`config.mk`:
```
export PLATFORM = sky130hd
export DESIGN_NAME = pe_ld_req_buffer
export DESIGN_NICKNAME = d
export VERILOG_FILES = /design/src/rtl/pe_ld_req_buffer.sv
export SDC_FILE = /design/constraint.sdc
export NUM_CORES = 1
export LEC_CHECK = 0
export ABC_AREA = 0
export CAP_MARGIN = 25
export CORE_UTILIZATION = 30
export CTS_CLUSTER_DIAMETER = 40
export CTS_CLUSTER_SIZE = 14
export DETAILED_ROUTE_END_ITERATION = 12
export GPL_TIMING_DRIVEN = 1
export PLACE_DENSITY = 0.57
export SYNTH_ARGS = -nofsm -noshare
export SYNTH_HDL_FRONTEND = slang
export SYNTH_SLANG_ARGS = --single-unit
```
`constraint.sdc`:
```
create_clock -name clk -period 4.1 [get_ports clk]
set_clock_uncertainty 0.05 [all_clocks]
set_input_delay 0.615 -clock clk [delete_from_list [all_inputs] [get_ports clk]]
set_output_delay 0.615 -clock clk [all_outputs]
set_load 0.02 [all_outputs]
```
`src/rtl/pe_ld_req_buffer.sv`:
```
// Per-PE load-request buffer.
// Queues PE load addresses towards one interconnect ld_* lane and holds
// ld_req/ld_addr stable until granted. In-order load data returns are
// collected in a response FIFO. Requests are credit-limited so that returning
// data always has a free response slot.
module pe_ld_req_buffer #(
    parameter int GLOBAL_MEM_ADDR_L = 16,
    parameter int DATA_L            = 32,
    parameter int REQ_DEPTH         = 4,
    parameter int RESP_DEPTH        = 4
) (
    input  logic                          clk,
    input  logic                          rst,
    input  logic [GLOBAL_MEM_ADDR_L-1:0]  pe_ld_addr,
    input  logic                          pe_ld_vld,
    output logic                          pe_ld_rdy,
    output logic [DATA_L-1:0]             pe_data,
    output logic                          pe_data_vld,
    input  logic                          pe_data_rdy,
    output logic [GLOBAL_MEM_ADDR_L-1:0]  ld_addr,
    output logic                          ld_req,
    input  logic                          ld_gnt,
    input  logic [DATA_L-1:0]             ld_data,
    input  logic                          ld_data_vld,
    output logic [$clog2(RESP_DEPTH):0]   n_inflight,
    output logic                          err_unexp_rsp
);

    localparam int AW = $clog2(REQ_DEPTH);
    localparam int RW = $clog2(RESP_DEPTH);
    localparam int CW = RW + 1;

    localparam logic [AW:0]   REQ_ONE   = 1;
    localparam logic [RW:0]   RESP_ONE  = 1;
    localparam logic [CW-1:0] CNT_ONE   = 1;
    localparam logic [CW-1:0] CNT_MAX   = CW'(RESP_DEPTH);
    localparam logic [CW:0]   CREDIT_LIM = (CW + 1)'(RESP_DEPTH);

    // Request FIFO storage and pointers (extra MSB separates full from empty)
    logic [GLOBAL_MEM_ADDR_L-1:0] req_mem [REQ_DEPTH];
    logic [AW:0]                  req_wr_ptr;
    logic [AW:0]                  req_rd_ptr;
    logic                         req_empty;
    logic                         req_full;
    logic                         req_push;
    logic                         req_pop;

    // Response FIFO storage and pointers
    logic [DATA_L-1:0]            resp_mem [RESP_DEPTH];
    logic [RW:0]                  resp_wr_ptr;
    logic [RW:0]                  resp_rd_ptr;
    logic [RW:0]                  resp_count;
    logic                         resp_empty;
    logic                         resp_full;
    logic                         resp_push;
    logic                         resp_pop;

    logic [CW:0]                  credit_sum;
    logic                         credit_ok;
    logic                         rsp_expected;

    assign req_empty = (req_wr_ptr == req_rd_ptr);
    assign req_full  = (req_wr_ptr[AW-1:0] == req_rd_ptr[AW-1:0]) &&
                       (req_wr_ptr[AW] != req_rd_ptr[AW]);

    assign resp_count = resp_wr_ptr - resp_rd_ptr;
    assign resp_empty = (resp_wr_ptr == resp_rd_ptr);
    assign resp_full  = (resp_wr_ptr[RW-1:0] == resp_rd_ptr[RW-1:0]) &&
                        (resp_wr_ptr[RW] != resp_rd_ptr[RW]);

    // A new request may only go out if its data is guaranteed a response slot
    assign credit_sum = {1'b0, n_inflight} + {1'b0, resp_count};
    assign credit_ok  = (credit_sum < CREDIT_LIM);

    assign pe_ld_rdy   = !req_full;
    assign ld_req      = !req_empty && credit_ok;
    assign ld_addr     = req_mem[req_rd_ptr[AW-1:0]];
    assign pe_data_vld = !resp_empty;
    assign pe_data     = resp_mem[resp_rd_ptr[RW-1:0]];

    assign rsp_expected = (n_inflight != '0);
    assign req_push     = pe_ld_vld && pe_ld_rdy;
    assign req_pop      = ld_req && ld_gnt;
    assign resp_push    = ld_data_vld && rsp_expected;
    assign resp_pop     = pe_data_vld && pe_data_rdy;

    // Request address storage; contents are don't-care while the FIFO is empty
    always_ff @(posedge clk) begin
        if (req_push) begin
            req_mem[req_wr_ptr[AW-1:0]] <= pe_ld_addr;
        end
    end

    // Request FIFO pointers: push from the PE, pop on a granted request
    always_ff @(posedge clk) begin
        if (!rst) begin
            req_wr_ptr <= '0;
            req_rd_ptr <= '0;
        end else begin
            if (req_push) begin
                req_wr_ptr <= req_wr_ptr + REQ_ONE;
            end
            if (req_pop) begin
                req_rd_ptr <= req_rd_ptr + REQ_ONE;
            end
        end
    end

    // Response data storage; only expected returns are written
    always_ff @(posedge clk) begin
        if (resp_push) begin
            resp_mem[resp_wr_ptr[RW-1:0]] <= ld_data;
        end
    end

    // Response FIFO pointers: push on expected return, pop when the PE consumes
    always_ff @(posedge clk) begin
        if (!rst) begin
            resp_wr_ptr <= '0;
            resp_rd_ptr <= '0;
        end else begin
            if (resp_push) begin
                resp_wr_ptr <= resp_wr_ptr + RESP_ONE;
            end
            if (resp_pop) begin
                resp_rd_ptr <= resp_rd_ptr + RESP_ONE;
            end
        end
    end

    // In-flight counter: grants add one, expected returns remove one, both cancel
    always_ff @(posedge clk) begin
        if (!rst) begin
            n_inflight <= '0;
        end else begin
            case ({req_pop, resp_push})
                2'b10:   n_inflight <= n_inflight + CNT_ONE;
                2'b01:   n_inflight <= n_inflight - CNT_ONE;
                default: n_inflight <= n_inflight;
            endcase
        end
    end

    // Sticky flag for data arriving when nothing was outstanding
    always_ff @(posedge clk) begin
        if (!rst) begin
            err_unexp_rsp <= 1'b0;
        end else if (ld_data_vld && !rsp_expected) begin
            err_unexp_rsp <= 1'b1;
        end
    end

    // Protocol and structural invariants
    a_addr_known: assert property (@(posedge clk) disable iff (!rst)
        ld_req |-> !$isunknown(ld_addr));

    a_inflight_max: assert property (@(posedge clk) disable iff (!rst)
        n_inflight <= CNT_MAX);

    a_addr_stable: assert property (@(posedge clk) disable iff (!rst)
        (ld_req && !ld_gnt) |=> $stable(ld_addr));

    a_resp_no_overflow: assert property (@(posedge clk) disable iff (!rst)
        resp_push |-> !resp_full);

endmodule
```
==> impl_results.md <==
* Vias in the first global route at around 4400
* Busiest grt layer: met2
* Clk pin slew, worst setup/hold paths at around 60 ps
* Fin. max-slew vios at 0
* Via count at about 3900
* Xor/xnor share of the synthesized area at 0.0150
* Syn_area_per_cell at 21.6 um^2
* Die area at about 27000 um^2
* Vias per inst at 4.48
* Cell with the most instances after synthesis: edfxtp_1
* Routed Antenna Nets at 0
* CP Class: flip-flop to output pin
* Slowest CP cell: clkdlybuf4s50_1
* # resized after CTS at 0
* Std-Cell Rows at around 60
* Worst endpoint required time at 3430 ps
* Start of the worst register-to-register path: resp_wr_ptr[0]
* CP delay by family, top: adder cells
* Combinational Power Share at 0.236
* Nets at approximately 570
* Synth Area in Compound Gates at 0.0117
* Static leakage at ~3.4 nW
* Sequential Area at 6170 um^2
* Met3 usage at 0.0215
* Post-synth top area share at 0.718
* Layout area overhead at 31.4%
* Gr usage total at 0.114
* Multi-input combinational cell area at 1770 um^2
* Mapped cell area at about 8000 um^2
* Max FO, Critical Path at 4
* Met1 usage at 0.139
* Post-synthesis async set-or-reset flop share at 0
* Seq pwr share at 0.393
* Main combinational cell family by area after synthesis: multiplexers
* Total power at 6.80 mW
* Status: finished with violations
* Failing checks: design-rule violations
* Initial antenna violation count at 0
* Buf/Inv on CP at 3
* Worst hold slack at between 400 and 500 ps
* Power Dens Cells at 645 nW/um^2
* Register area share after synthesis at 0.768
* Hold path startpoint: req_wr_ptr[2]
* Area leader, netlist: edfxtp_1
* Worst Setup Start Kind: flip-flop
* Yosys reg bits at around 210
* Largest net degree at the start of global routing at 34
* Placed Cells at 805
* CTS sink cnt at around 210
* Worst slew margin at 0.344
* Cell variety after synth at 29
* Routability cong. at 0.732
* Area contributors post-synth: edfxtp_1 72%, mux4_2 13%, dfxtp_1 5.0%
* Highest clock rate at about 270 MHz
* First-pass GRT wire length at ~24000 um
* Crit-path cells: inv_1, ha_1, inv_1, fa_1, xnor2_1, ha_1, nor3_1, o21ai_0, nor2_1, clkdlybuf4s50_1
* CTS Buf Count at 30
* TNS Setup at 0 ps
* Crit path launch: resp_wr_ptr[0]
* Final worst-path cycle share at 0.914
* Post-CTS setup buffers at 0
* Drt wl/cell at 18.1 um
* Internal power at a little under 5 mW
* Chip Height at between 150 and 200 um
* Final WS setup at roughly 350 ps
* Clock root buffer: clkbuf_16
* Worst Setup End Kind: output pin
* Ys Warns at 0
* Switching Fraction at 0.284
* CTS tree: done
* Worst VDD drop at between 0.3 and 0.4 mV
* DRC errors left at 8
* Psw at between 1.5 and 2 mW
* Clock network fraction of design power at 0.371
* Htree depth at 1
* Core area at 26100 um^2
* DIE WIDTH at roughly 170 um
* Most used DFF post-synth: edfxtp_1
* Syn_nets at around 440
* Post-Synth Simple-Gate Area at 0.0251
* Ports at approximately 110
* Synthesized netlist cell count at approximately 370
* Buffers on Ports at 108
* Overall routed net length at 15600 um
* Cts hold-fix bufs at 0
* Setup WS pre-CTS at 565 ps
* Pre-Repair DR Iteration Count at 10
* Min cycle time layout at 3750 ps
* Worst Max-Slew Pin Slew at roughly 1000 ps
* Hold Vio Cnt, Final at 0
* Post-Synth Adder-Cell Area at 0.0284
* Worst hold path class: flip-flop to flip-flop
* Final setup viols at 0
* Initial Util at 0.307
* Fill cell count at 2337
* CP Data Arrival Time at a little over 3000 ps
* Max-cap violations at 0
* Clock Latency Late Sink at 520 ps
* Number of DRC markers in iteration 0 at 270
* Filler-free cell count of the finished design at ~860
* DPL Wire Length at roughly 9500 um
* Total grt overflow at 0
* RSZ-0062 raised after global routing: false
* Number of enable flip-flop cells after synthesis at between 150 and 200
* Max incr delay on CP at just over 600 ps
* Mux cell area share after synthesis at 0.140
* Diodes inserted at 0
* Layout cell share with drive strength beyond 1 at 0.222
* CTS Buffer Depth at 3
* M2 GR Usage at 0.206
* Top post-synthesis cells by count: 192 x edfxtp_1, 48 x mux4_2, 20 x dfxtp_1
-- area by class of cell --
type,instances,area share
sequential,212,0.585
multi-input combinational,135,0.168
timing repair buffer,112,0.107
clock buffer,32,0.0739
tap,335,0.0397
clock inverter,24,0.0231
inverter,12,0.00427
-- cells by family after synthesis --
kind of cell | Yosys count
simple gates | 39
flops | 212
fa+ha+maj | 17
xor+xnor | 12
buf+inv | 25
mux | 52
compound gates | 15
-- cells in the final DEF, fill, tap and decap left out, types with 3 or more instances in the layout --
cell type,count
clkinvlp_4,3
ha_1,15
inv_1,12
xor2_1,5
clkbuf_16,31
a21oi_1,6
nand2_1,7
xnor2_1,5
and2_1,3
clkinv_8,3
mux2i_1,4
clkdlybuf4s50_1,108
nor2_1,14
edfxtp_1,192
inv_8,6
dfxtp_1,18
o21ai_0,3
and2_2,4
inv_6,5
mux4_2,48
buf_4,3
clkinv_2,3
-- worst paths after layout --
| kind | to | slack [ps] | cells after the start |
|---|---|---|---|
| setup reg to reg | n_inflight[2] | 590 | 15 |
| hold / removal | req_wr_ptr[2] | 430 | 2 |
| setup / recovery | ld_req | 350 | 10 |
| hold reg to reg | req_wr_ptr[2] | 430 | 2 |
-- stage by stage --
stage,cell area [um^2],utilization
floorplan,8030,-
global placement,9510,0.364
detailed placement,9510,0.364
CTS,10500,0.403
global route,10500,0.404
finish,10500,0.404
-- metal layers --
metal	vias to the layer above	wire, um
li1	1772	-
met1	1972	6440
met2	91	8200
met3	27	670
met4	0	271
met5	-	0
-- power groups by stage --
stage                     logic, mW  clock network, mW  registers (mW)
after floorplan               0.978                  0            2.67
after global placement         1.60                  0            2.72
after detailed placement       1.62                  0            2.73
after CTS                      1.63               2.59            2.69
after global routing           1.73               2.66            2.70
final                          1.61               2.52            2.68
-- tightest hold or removal path: cells and delay by family, from the launching register on --
family          cells  cell delay, ps
compound gates      1              50
flops               1             330
simple gates        1              60
-- state kept, by name, summed over array words and instances, names as in the netlist, named ones only --
name and cells:
resp_mem 128, req_mem 64, n_inflight 3, req_rd_ptr 3
req_wr_ptr 3, resp_rd_ptr 3, resp_wr_ptr 3, err_unexp_rsp 1
No activity file was read; power rests on OpenSTA's default activity.
